## src/rtl/change_dispenser_if.sv

```systemverilog
// Payout bus for the change dispenser: start/amount request, coin offer handshake,
// refill inputs and status/stock outputs.
interface change_dispenser_if #(
    parameter int CNT_W = 4
);
    logic             start;
    logic [5:0]       amount;
    logic             coin_ack;
    logic             refill;
    logic [CNT_W-1:0] refill_n25;
    logic [CNT_W-1:0] refill_n10;
    logic [CNT_W-1:0] refill_n5;
    logic             busy;
    logic             coin_valid;
    logic [1:0]       coin;
    logic             done;
    logic             short;
    logic [5:0]       remaining;
    logic [CNT_W-1:0] stock_n25;
    logic [CNT_W-1:0] stock_n10;
    logic [CNT_W-1:0] stock_n5;

    modport master (
        output start, amount, coin_ack, refill, refill_n25, refill_n10, refill_n5,
        input  busy, coin_valid, coin, done, short, remaining,
               stock_n25, stock_n10, stock_n5
    );

    modport slave (
        input  start, amount, coin_ack, refill, refill_n25, refill_n10, refill_n5,
        output busy, coin_valid, coin, done, short, remaining,
               stock_n25, stock_n10, stock_n5
    );
endinterface

```

## src/rtl/change_dispenser.sv

```systemverilog
// Greedy change payout from finite coin stock; one coin offered at a time over valid/ack.
// First coin 2 edges after start; each further coin 1 SELECT cycle after the previous ack.
module change_dispenser #(
    parameter int CNT_W    = 4,
    parameter int INIT_N25 = 4,
    parameter int INIT_N10 = 4,
    parameter int INIT_N5  = 4
) (
    input  logic clk,
    input  logic rst,
    change_dispenser_if.slave bus
);
    typedef enum logic [1:0] {
        S_IDLE   = 2'd0,
        S_SELECT = 2'd1,
        S_OFFER  = 2'd2,
        S_DONE   = 2'd3
    } state_t;

    localparam logic [1:0]       C_NONE = 2'b00;
    localparam logic [1:0]       C_5    = 2'b01;
    localparam logic [1:0]       C_10   = 2'b10;
    localparam logic [1:0]       C_25   = 2'b11;
    localparam logic [CNT_W-1:0] ONE    = 1;

    state_t           r_state;
    state_t           w_next;
    logic [1:0]       r_coin;
    logic [1:0]       w_pick;
    logic [5:0]       w_coin_val;
    logic [5:0]       r_remaining;
    logic             r_short;
    logic [CNT_W-1:0] r_n25;
    logic [CNT_W-1:0] r_n10;
    logic [CNT_W-1:0] r_n5;
    logic             w_refill_en;
    logic             w_ack_en;

    function automatic logic [CNT_W-1:0] sat_add(input logic [CNT_W-1:0] a,
                                                 input logic [CNT_W-1:0] b);
        logic [CNT_W:0] s;
        s = {1'b0, a} + {1'b0, b};
        return s[CNT_W] ? {CNT_W{1'b1}} : s[CNT_W-1:0];
    endfunction

    always_comb begin
        w_pick = C_NONE;
        if (r_remaining >= 6'd25 && r_n25 != '0)
            w_pick = C_25;
        else if (r_remaining >= 6'd10 && r_n10 != '0)
            w_pick = C_10;
        else if (r_remaining >= 6'd5 && r_n5 != '0)
            w_pick = C_5;
    end

    always_comb begin
        w_coin_val = 6'd0;
        case (r_coin)
            C_5:     w_coin_val = 6'd5;
            C_10:    w_coin_val = 6'd10;
            C_25:    w_coin_val = 6'd25;
            default: w_coin_val = 6'd0;
        endcase
    end

    always_comb begin
        w_next = r_state;
        case (r_state)
            S_IDLE:   if (bus.start) w_next = S_SELECT;
            S_SELECT: w_next = (w_pick != C_NONE) ? S_OFFER : S_DONE;
            S_OFFER:  if (bus.coin_ack) w_next = S_SELECT;
            S_DONE:   w_next = S_IDLE;
            default:  w_next = S_IDLE;
        endcase
    end

    always_ff @(posedge clk or posedge rst) begin
        if (rst) r_state <= S_IDLE;
        else     r_state <= w_next;
    end

    assign w_refill_en = (r_state == S_IDLE) && bus.refill;
    assign w_ack_en    = (r_state == S_OFFER) && bus.coin_ack;

    always_ff @(posedge clk or posedge rst) begin
        if (rst) begin
            r_coin      <= C_NONE;
            r_remaining <= 6'd0;
            r_short     <= 1'b0;
        end else begin
            case (r_state)
                S_IDLE: if (bus.start) begin
                    r_remaining <= bus.amount;
                    r_short     <= 1'b0;
                end
                S_SELECT: r_coin <= w_pick;
                // selection guarantees remaining >= coin value, so no underflow
                S_OFFER:  if (bus.coin_ack) r_remaining <= r_remaining - w_coin_val;
                S_DONE:   r_short <= (r_remaining != 6'd0);
                default:  ;
            endcase
        end
    end

    always_ff @(posedge clk or posedge rst) begin
        if (rst) begin
            r_n25 <= CNT_W'(INIT_N25);
            r_n10 <= CNT_W'(INIT_N10);
            r_n5  <= CNT_W'(INIT_N5);
        end else if (w_refill_en) begin
            r_n25 <= sat_add(r_n25, bus.refill_n25);
            r_n10 <= sat_add(r_n10, bus.refill_n10);
            r_n5  <= sat_add(r_n5,  bus.refill_n5);
        end else if (w_ack_en) begin
            case (r_coin)
                C_25:    r_n25 <= r_n25 - ONE;
                C_10:    r_n10 <= r_n10 - ONE;
                C_5:     r_n5  <= r_n5  - ONE;
                default: ;
            endcase
        end
    end

    assign bus.busy       = (r_state != S_IDLE);
    assign bus.coin_valid = (r_state == S_OFFER);
    assign bus.coin       = (r_state == S_OFFER) ? r_coin : C_NONE;
    assign bus.done       = (r_state == S_DONE);
    assign bus.short      = r_short;
    assign bus.remaining  = r_remaining;
    assign bus.stock_n25  = r_n25;
    assign bus.stock_n10  = r_n10;
    assign bus.stock_n5   = r_n5;
endmodule

```

## src/flat_wrapper.sv

```systemverilog
// flat-port wrapper written by rule: the top's interface ports become plain ports
module change_dispenser_flat 
#(
    parameter int CNT_W    = 4,
    parameter int INIT_N25 = 4,
    parameter int INIT_N10 = 4,
    parameter int INIT_N5  = 4
)
  (clk, rst, bus_start, bus_amount, bus_coin_ack, bus_refill, bus_refill_n25, bus_refill_n10, bus_refill_n5, bus_busy, bus_coin_valid, bus_coin, bus_done, bus_short, bus_remaining, bus_stock_n25, bus_stock_n10, bus_stock_n5);
  change_dispenser_if #(.CNT_W(CNT_W)) bus_i ();
  input  logic clk;
  input  logic rst;
  input wire logic [$bits(bus_i.start)-1:0] bus_start;
  input wire logic [$bits(bus_i.amount)-1:0] bus_amount;
  input wire logic [$bits(bus_i.coin_ack)-1:0] bus_coin_ack;
  input wire logic [$bits(bus_i.refill)-1:0] bus_refill;
  input wire logic [$bits(bus_i.refill_n25)-1:0] bus_refill_n25;
  input wire logic [$bits(bus_i.refill_n10)-1:0] bus_refill_n10;
  input wire logic [$bits(bus_i.refill_n5)-1:0] bus_refill_n5;
  output wire logic [$bits(bus_i.busy)-1:0] bus_busy;
  output wire logic [$bits(bus_i.coin_valid)-1:0] bus_coin_valid;
  output wire logic [$bits(bus_i.coin)-1:0] bus_coin;
  output wire logic [$bits(bus_i.done)-1:0] bus_done;
  output wire logic [$bits(bus_i.short)-1:0] bus_short;
  output wire logic [$bits(bus_i.remaining)-1:0] bus_remaining;
  output wire logic [$bits(bus_i.stock_n25)-1:0] bus_stock_n25;
  output wire logic [$bits(bus_i.stock_n10)-1:0] bus_stock_n10;
  output wire logic [$bits(bus_i.stock_n5)-1:0] bus_stock_n5;
  assign bus_i.start = bus_start;
  assign bus_i.amount = bus_amount;
  assign bus_i.coin_ack = bus_coin_ack;
  assign bus_i.refill = bus_refill;
  assign bus_i.refill_n25 = bus_refill_n25;
  assign bus_i.refill_n10 = bus_refill_n10;
  assign bus_i.refill_n5 = bus_refill_n5;
  assign bus_busy = bus_i.busy;
  assign bus_coin_valid = bus_i.coin_valid;
  assign bus_coin = bus_i.coin;
  assign bus_done = bus_i.done;
  assign bus_short = bus_i.short;
  assign bus_remaining = bus_i.remaining;
  assign bus_stock_n25 = bus_i.stock_n25;
  assign bus_stock_n10 = bus_i.stock_n10;
  assign bus_stock_n5 = bus_i.stock_n5;
  change_dispenser #(.CNT_W(CNT_W), .INIT_N25(INIT_N25), .INIT_N10(INIT_N10), .INIT_N5(INIT_N5)) u_core (.clk(clk), .rst(rst), .bus(bus_i));
endmodule
```

## config.mk

```make
export PLATFORM = sky130hd
export DESIGN_NAME = change_dispenser_flat
export DESIGN_NICKNAME = d
export VERILOG_FILES = /design/src/rtl/change_dispenser_if.sv /design/src/rtl/change_dispenser.sv /design/src/flat_wrapper.sv
export SDC_FILE = /design/constraint.sdc
export NUM_CORES = 1
export LEC_CHECK = 0
export BUFFER_PORTS_ARGS = -buffer_cell sky130_fd_sc_hd__buf_2
export CAP_MARGIN = 20
export CORE_ASPECT_RATIO = 1.25
export CORE_MARGIN = 2
export CORE_UTILIZATION = 48
export CTS_BUF_LIST = sky130_fd_sc_hd__clkbuf_16
export CTS_CLUSTER_DIAMETER = 40
export DETAILED_ROUTE_END_ITERATION = 8
export MAX_ROUTING_LAYER = met4
export PLACE_DENSITY = 0.73
export SLEW_MARGIN = 20
export SYNTH_ARGS = -nofsm -noshare
export SYNTH_HDL_FRONTEND = slang
export SYNTH_SLANG_ARGS = --single-unit
```

## constraint.sdc

```tcl
create_clock -name clk -period 5 [get_ports clk]
set_input_delay 0 -clock clk [delete_from_list [all_inputs] [get_ports clk]]
set_output_delay 0 -clock clk [all_outputs]
set_load 0.1 [all_outputs]
```

# --- After elaboration in Yosys (flattened, before gate mapping) ---
# Index checks and enable logic that the tools add are counted.
totals:
  reg_bits: 23
  latch_bits: 0
  ramBits: 0
  rom_bits: 0
  inputBits: 23
  out_inout_bits: 24
  elab_cells: 75
  n_memories: 0
op_classes:
  n_addsub: 7
  multipliers: 0
  div_mod_pow: 0
  order_cmp: 3
  eq_ne: 8
  shift: 0
  n_mux: 26
  n_bitwise: 0
  reduce_logical: 24
op_table:
  columns: ["operator", "n"]
  rows:
  - ["4-bit 2-to-1 mux", 12]
  - ["2-bit nonzero test", 8]
  - ["4-bit by 4-bit adder with 5-bit output", 3]
  - ["5-bit one-hot mux with 3 select lines", 1]
  - ["6-bit 2-to-1 mux", 2]
  - ["6-bit one-hot mux with 2 select lines", 1]
  - ["4-bit nonzero test", 3]
  - ["4-bit by 1-bit subtractor with 4-bit output (second input constant)", 3]
  - ["2-bit 2-to-1 mux", 5]
  - ["2-bit AND reduction", 5]
  - ["2-bit equality test (second input constant)", 4]
  - ["2-bit one-hot mux with 4 select lines", 1]
  - ["6-bit by 3-bit greater-or-equal comparator with 1-bit output (second input constant)", 1]
  - ["6-bit by 4-bit greater-or-equal comparator with 1-bit output (second input constant)", 1]
  - ["6-bit by 5-bit greater-or-equal comparator with 1-bit output (second input constant)", 1]
  - ["6-bit nonzero test", 1]
  - ["6-bit by 5-bit subtractor with 6-bit output", 1]
  - ["1-bit logical AND", 5]
  - ["2-bit by 1-bit equality test with 1-bit output (second input constant)", 2]
  - ["2-bit inequality test (second input constant)", 2]
  - ["1-bit 2-to-1 mux", 3]
  - ["3-bit AND reduction", 1]
  - ["2-bit zero test", 1]
  - ["1-bit one-hot mux with 2 select lines", 1]

# --- Longest topological paths before layout ---
# Gate-level depths: netlist of run 1.
logic_depth:
  ltp_word: 8
  mapped_depth: 8
  depth_no_buf: 8

# --- Worst setup path after synthesis of run 1 ---
# Ideal clock, no wire load.
synth_timing:
  path_kind: "reg2reg"
  startpoint: "register u_core.r_n10[0] (netlist: u_core.bus.stock_n10[0])"
  endpoint: "register u_core.r_n10[3] (netlist: u_core.bus.stock_n10[3])"
  setup_time_ns: 0.137
  t_arrival_ns: 2.139
  required_ns: 4.863
  setup_slack_ns: 2.724
  path_stages_with_launch: 9
  n_path_buf: 0
  period_less_slack_ns: 2.276
  path_cell_list: "dfrtp_1 > ha_1 > inv_1 > fa_1 > nor2b_1 > o21ai_0 > or3b_2 > nor2_1 > a21oi_1"
synth_via:
  elab_chain_len: 4
  elab_cells_between_ends: 6
  classes_between: "2 x add/sub; 4 x mux"
synth_lines:
  columns: ["item", "line", "source"]
  rows:
  - ["start: declaration", "change_dispenser.sv:34", "logic [CNT_W-1:0] r_n10;"]
  - ["start signal: assignment", "change_dispenser.sv:108", "r_n10 <= CNT_W'(INIT_N10);"]
  - ["start signal: assignment", "change_dispenser.sv:112", "r_n10 <= sat_add(r_n10, bus.refill_n10);"]
  - ["start signal: assignment", "change_dispenser.sv:117", "C_10: r_n10 <= r_n10 - ONE;"]
  - ["4-bit by 1-bit subtractor with 4-bit output", "change_dispenser.sv:117", null]
  - ["4-bit 2-to-1 mux", "change_dispenser.sv:115", "case (r_coin)"]
  - ["4-bit 2-to-1 mux", "change_dispenser.sv:114", "end else if (w_ack_en) begin"]
  - ["4-bit 2-to-1 mux (*)", "change_dispenser.sv:110", "end else if (w_refill_en) begin"]
# Every way passes the cells marked *; elsewhere a longest branch is shown, timed or not. The select of a mux whose other input is x is not followed.
# A chain may end at the register's enable or synchronous reset.

# --- Worst setup path in the final report of run 1 ---
layout_timing:
  startpoint: "register u_core.r_state[0]"
  endpoint: "output port bus_coin[0]"
layout_via:
  elab_chain_len: 2
layout_lines:
  columns: ["item", "line", "source"]
  rows:
  - ["start: declaration", "change_dispenser.sv:26", "state_t r_state;"]
  - ["start signal: assignment", "change_dispenser.sv:79", "else r_state <= w_next;"]
  - ["2-bit equality test", "change_dispenser.sv:126", "assign bus.coin = (r_state == S_OFFER) ? r_coin : C_NONE;"]
  - ["2-bit 2-to-1 mux", "change_dispenser.sv:126", null]
  - ["end: declaration", "flat_wrapper.sv:22", "output wire logic [$bits(bus_i.coin)-1:0] bus_coin;"]
# No other way between the ends.

==> flow_summary.json, run 1 <==
{
  "fin_cells": 308,
  "postSynthRegisterBits": 23,
  "critical_path_arrival_ns": 2.02,
  "gp_congestion": 0.8468,
  "floorplan.die.height_um": 73.82,
  "async_flop_share_pct": 100.0,
  "r2r_start": "u_core.r_coin[0]",
  "post_synth_inst_count": 220,
  "grt.overflow.total": 0,
  "worst-slew-pin-transition_ns": 0.8806,
  "end_kind": "output port",
  "area_taken_by_flip_flops_and_latches_um2": 579.3,
  "synth_sequential_area_ratio_pct": 30.95,
  "most_frequently_used_flop_master_after_synthesis": "dfrtp_1",
  "die_width_um": 59.86,
  "cts-buffers-inserted": 3,
  "synthDistinctLibCells": 43,
  "clk_transition_reported_paths_ns": 0.06,
  "nets_in_the_synthesized_netlist": 267,
  "place_hpwl_mm": 3.382,
  "gr-usage-all-layers_pct": 21.94,
  "cp_max_fo": 12,
  "cts_tree": "built",
  "grt_max_degree": 24,
  "drc_errors": 0,
  "core.rowCount": 25,
  "antenna_fix_cells": 0,
  "timing.critical_path.from": "u_core.r_state[0]",
  "antenna_left": 0,
  "finalWirelength_mm": 4.301,
  "fin_setup_tns_ns": 0,
  "tritoncts_num_sinks": 23,
  "timing.clock.skew_ns": 0.004120,
  "timing_worst_setup_path_type": "flip-flop to output port",
  "wl_per_cell_um": 13.96,
  "edff_count_synth": 0,
  "syn_area_per_cell_um2": 8.508,
  "final.period_utilization_pct": 40.31,
  "period_needed_ns": 2.015,
  "drive_gt1_share_pct": 21.27,
  "maxCapViolations": 0,
  "detail_route.vias_per_cell": 5.588,
  "clock_tree.htree_level_count": 1,
  "relSlewSlack_pct": 41.23,
  "timing_max_transition_violations_final": 0,
  "timing_hold_violations_final": 0,
  "whs_ns": 0.01087,
  "area_used_by_multi_input_combinational_logic_mm2": 0.001174,
  "hold_class": "input port to flip-flop",
  "via_count": 1721,
  "synthesis.area_mm2": 0.001872,
  "worstPathRequired_ns": 5.00,
  "setup_violations": 0,
  "worstHoldStart": "bus_start",
  "grt_setup_unrepaired": "false",
  "input_output_buffers": 46,
  "floorplan.initialDensity_pct": 49.87,
  "clk_buf_depth": 2,
  "num-nets-final": 316,
  "clock_insertion_delay_worst_skew_ns": 0.26,
  "first_global_vias": 1648,
  "worstSetupStartpointType": "flip-flop",
  "postCtsResizedCells": 0,
  "root_buffer": "clkbuf_16",
  "syn_to_final_growth_pct": 19.32,
  "fp.coreArea_mm2": 0.003754,
  "number_of_warning_messages_in_the_yosys_log": 0,
  "first_pass_iters": 4,
  "status": "completed",
  "ios": 47,
  "dr.first_iter.drc_count": 51,
  "fmax_mhz": 496.2,
  "cell_count_after_placement": 302,
  "grt_pass1_wl_mm": 7.148,
  "die_area_mm2": 0.004418,
  "fillers": 350,
  "grt_antenna_before_repair": 0
}
==> Yosys cell counts (2+ instances only) <==
| cell type | count | share of area, % |
|---|---|---|
| a211oi_1 | 2 | 0.80 |
| nor3_1 | 7 | 1.9 |
| nor4_1 | 3 | 1.0 |
| dfstp_2 | 3 | 4.2 |
| and2_1 | 2 | 0.67 |
| fa_1 | 4 | 4.3 |
| nand2b_1 | 5 | 1.7 |
| nor2_1 | 17 | 3.4 |
| buf_2 | 2 | 0.53 |
| inv_1 | 25 | 5.0 |
| o211ai_1 | 3 | 1.2 |
| o21ai_0 | 15 | 4.0 |
| nand3b_1 | 2 | 0.80 |
| dfrtp_1 | 20 | 27 |
| nand2_1 | 17 | 3.4 |
| a21o_1 | 4 | 1.6 |
| a22oi_1 | 5 | 2.0 |
| xnor2_1 | 9 | 4.2 |
| nor2b_1 | 5 | 1.7 |
| nand3_1 | 5 | 1.3 |
| ha_1 | 20 | 13 |
| a21oi_1 | 19 | 5.1 |
| xor2_1 | 5 | 2.3 |
| clkbuf_1 | 2 | 0.40 |
==> final timing paths <==
check | endpoint | slack, ns | cells after the start
worst max-delay path | bus_coin[0] | 2.98 | 4
worst min-delay path | u_core.bus.short | 0.01 | 3
worst max register to register | u_core.bus.remaining[5] | 3.03 | 8
worst min register to register | u_core.bus.short | 0.52 | 1
max in group asynchronous | u_core.bus.stock_n5[0] | 3.99 | 3
min in group asynchronous | u_core.bus.stock_n25[0] | 0.47 | 3
==> cells by family (layout without fill, tap and decap cells) <==
| group | after synthesis | after routing | synth area share (%) |
|---|---|---|---|
| and+or+nand+nor | 72 | 72 | 20.19 |
| xor gates and xnor gates | 14 | 14 | 6.551 |
| adders and majority gates | 24 | 24 | 17.65 |
| DFF | 23 | 23 | 30.95 |
| muxes | 1 | 1 | 0.5348 |
| AOI/OAI and AO/OA | 55 | 55 | 17.78 |
| buffers and inverters | 31 | 79 | 6.350 |
==> metal layers <==
| layer | track usage, % | wire length, um | vias to the layer above |
|---|---|---|---|
| li1 | - | - | 857 |
| met5 | - | 0 | - |
| met3 | 2.641 | 141 | 9 |
| met1 | 26.05 | 1858 | 814 |
| met4 | 9.383 | 97 | 0 |
| met2 | 36.84 | 2204 | 41 |
==> state kept, by name (all words and copies together) (netlist names) <==
name and flops:
u_core.bus.remaining 6, u_core.bus.stock_n10 4, u_core.bus.stock_n25 4, u_core.bus.stock_n5 4, u_core.r_coin 2, u_core.r_state 2
u_core.bus.short 1
==> layout by cell type, fill, tap and decap left out, types with 2 or more instances in the layout <==
cell type / synthesis / final
dfrtp_1: 20 / 20
o211ai_1: 3 / 3
a22oi_1: 5 / 5
o21ai_0: 15 / 15
nand2b_1: 5 / 5
a21o_1: 4 / 4
and2_1: 2 / 2
fa_1: 4 / 4
clkbuf_16: 0 / 3
nor3_1: 7 / 7
nand2_1: 17 / 17
nand3_1: 5 / 5
nor4_1: 3 / 3
nor2b_1: 5 / 5
ha_1: 20 / 20
a21oi_1: 19 / 19
dfstp_2: 3 / 3
inv_1: 25 / 26
dlygate4sd3_1: 0 / 2
nand3b_1: 2 / 2
xnor2_1: 9 / 9
buf_2: 2 / 46
xor2_1: 5 / 5
a211oi_1: 2 / 2
nor2_1: 17 / 17
==> critical path, cell delays in order (launching register included) <==
cell	delay, ns
dfrtp_1	0.42
nand2b_1	0.44
clkinv_1	0.35
and2_1	0.26
buf_2	0.29
==> layout make-up <==
type | instances | area share [%]
Multi-Input combinational cell | 166 | 52.55
Sequential cell | 23 | 25.94
Timing Repair Buffer | 48 | 11.20
Inverter | 27 | 4.538
Clock buffer | 3 | 3.361
Tap cell | 40 | 2.241
Clock inverter | 1 | 0.1681
==> what timing repair did <==
item | in CTS | in global routing
setup buffers | 0 | 0
hold buffers | 2 | 0
endpoints found under the hold margin | 21 | 0
==> through the flow <==
step                utilization, %  cell area, um2  worst slack (ns)
floorplan                        -            1872             2.724
detailed placement           56.87            2135             3.059
global placement             56.87            2135             3.109
global route                 59.50            2233             2.861
finish                       59.50            2233             2.985
CTS                          59.50            2233             3.009
Power of run 1 is not shown: default switching activity piles up to over one toggle a cycle in this logic, so the estimate is an artifact.
==> run 2: changes to the inputs <==
- clock period: 5 -> 2 ns (I/O delays scaled with it)
==> flow_summary.json, run 2 (same netlist as run 1, synthesis figures left out) <==
{
  "area_used_by_multi_input_combinational_logic_mm2": 0.001190,
  "fillers": 344,
  "ios": 47,
  "timing_max_transition_violations_final": 0,
  "floorplan.die.height_um": 73.82,
  "maxCapViolations": 0,
  "worstHoldStart": "bus_amount[5]",
  "die_width_um": 59.86,
  "place_hpwl_mm": 3.431,
  "detail_route.vias_per_cell": 5.510,
  "r2r_slack_ns": 0.14,
  "hold_class": "input port to flip-flop",
  "largest_reg_flops": 6,
  "fp.coreArea_mm2": 0.003754,
  "timing_hold_violations_final": 0,
  "core.rowCount": 25,
  "worstHoldEndpoint": "u_core.bus.remaining[5]",
  "grt.overflow.total": 0,
  "r2r_start": "u_core.bus.stock_n10[2]",
  "fin_util_pct": 61.63,
  "root_buffer": "clkbuf_16",
  "layout_common_cells": "46 x buf_2, 26 x inv_1, 19 x a21oi_1, 19 x ha_1, 17 x nand2_1",
  "timing.critical_path.max_delay_family": "simple AND/OR/NAND/NOR gates",
  "antenna_fix_cells": 0,
  "antenna_left": 0,
  "area_taken_by_flip_flops_and_latches_um2": 599.3,
  "rr_endpoint": "u_core.bus.stock_n10[0]",
  "dr.first_iter.drc_count": 72,
  "fmax_mhz": 537.0,
  "post_cts_buffers": 0,
  "critical_path_arrival_ns": 2.01,
  "cp_max_fo": 5,
  "period_needed_ns": 1.862,
  "input_output_buffers": 46,
  "gp_congestion": 0.8310,
  "slowest_stage": "dfstp_4",
  "syn_to_final_growth_pct": 23.60,
  "num-nets-final": 322,
  "worstSetupStartpointType": "flip-flop",
  "whs_ns": 0.004038,
  "gr-usage-all-layers_pct": 23.27,
  "wl_per_cell_um": 13.70,
  "worst-slew-pin-transition_ns": 0.4780,
  "timing.clock.skew_ns": 0.003430,
  "end_kind": "flip-flop",
  "grt_setup_unrepaired": "false",
  "clock_tree.htree_level_count": 1,
  "cts-buffers-inserted": 3,
  "setup_violations": 0,
  "worstPathBufferInverterCount": 0,
  "first_pass_iters": 4,
  "via_count": 1730,
  "drive_gt1_share_pct": 28.47,
  "cts_tree": "built",
  "timing_worst_setup_path_type": "flip-flop to flip-flop",
  "finalWirelength_mm": 4.303,
  "worst_r2r_path_depth": 6,
  "die_area_mm2": 0.004418,
  "clk_buf_depth": 2,
  "timing.hold.worst_path_depth": 3,
  "grt_max_degree": 24,
  "worstPathRequired_ns": 2.14,
  "clock_insertion_delay_worst_skew_ns": 0.26,
  "drc_errors": 0,
  "relSlewSlack_pct": 67.69,
  "final.period_utilization_pct": 93.10,
  "first_global_vias": 1744,
  "grt_antenna_before_repair": 0,
  "layout_commonest_cell": "buf_2",
  "floorplan.initialDensity_pct": 49.87,
  "tritoncts_num_sinks": 23,
  "critical_path.cell_chain": "ha_4 -> nor2b_1 -> o21ai_0 -> or3b_2 -> nor2_1 -> a21oi_1",
  "max_stage_delay_ns": 0.65,
  "grt_pass1_wl_mm": 7.665,
  "clk_transition_reported_paths_ns": 0.06,
  "status": "completed"
}
==> run 2: cell count changes in the layout (fill, tap and decap cells not counted), sizes merged <==
cell         previous run  this run
buf                    46        53
dlygate4sd3             2         1
==> run 2: final cells by class <==
cell class                 count  area share, %
multi-input combinational    166          51.43
sequential                    23          25.91
timing repair buffer          54          12.66
inverter                      27          4.435
clock buffer                   3          3.245
tap                           40          2.163
clock inverter                 1         0.1622
==> run 2: metal layers <==
layer / global-route usage [%] / up-vias / wire length, um
li1: - / 874 / -
met1: 28.21 / 818 / 1886
met3: 2.113 / 6 / 140
met2: 40.70 / 32 / 2203
met4: 6.173 / 0 / 73
met5: - / - / 0
==> run 2: worst max path at each step <==
stage                     depth (start not counted)                      end                     from  slack (ns)
final                                             6  u_core.bus.stock_n10[0]  u_core.bus.stock_n10[2]        0.14
after global routing                              8  u_core.bus.remaining[5]         u_core.r_coin[0]        0.02
after CTS                                         6  u_core.bus.stock_n10[0]  u_core.bus.stock_n10[2]        0.13
after detailed placement                          6  u_core.bus.stock_n10[0]  u_core.bus.stock_n10[2]        0.13
after global placement                            6  u_core.bus.stock_n10[3]  u_core.bus.stock_n10[2]        0.17
after floorplan                                   6  u_core.bus.stock_n10[3]  u_core.bus.stock_n10[2]       -0.04
==> run 2: through the flow <==
| stage | setup TNS (ns) | worst slack (ns) | cell area [um2] | cells |
|---|---|---|---|---|
| floorplan | -0.08770 | -0.03853 | 1908 | 220 |
| global placement | 0 | 0.1673 | 2223 | 309 |
| detailed placement | 0 | 0.1344 | 2223 | 309 |
| CTS | 0 | 0.1270 | 2312 | 314 |
| global route | 0 | 0.01910 | 2313 | 314 |
| finish | 0 | 0.1379 | 2313 | 314 |
==> run 2: timing repair <==
action,4_1_cts,5_1_grt
hold buffers,1,0
setup endpoints to repair,0,2
endpoints found under the hold margin,20,0
gates resized for setup,0,1
==> run 2: worst reg2reg max path: cells and delay by family (launching register included) <==
kind                     cells  cell delay (ns)
adder cells (fa/ha/maj)      1             0.21
AND/OR/NAND/NOR              3             0.72
AO/OA/AOI/OAI                2             0.17
flip-flops                   1             0.65
Power of run 2 is left out for the same reason.
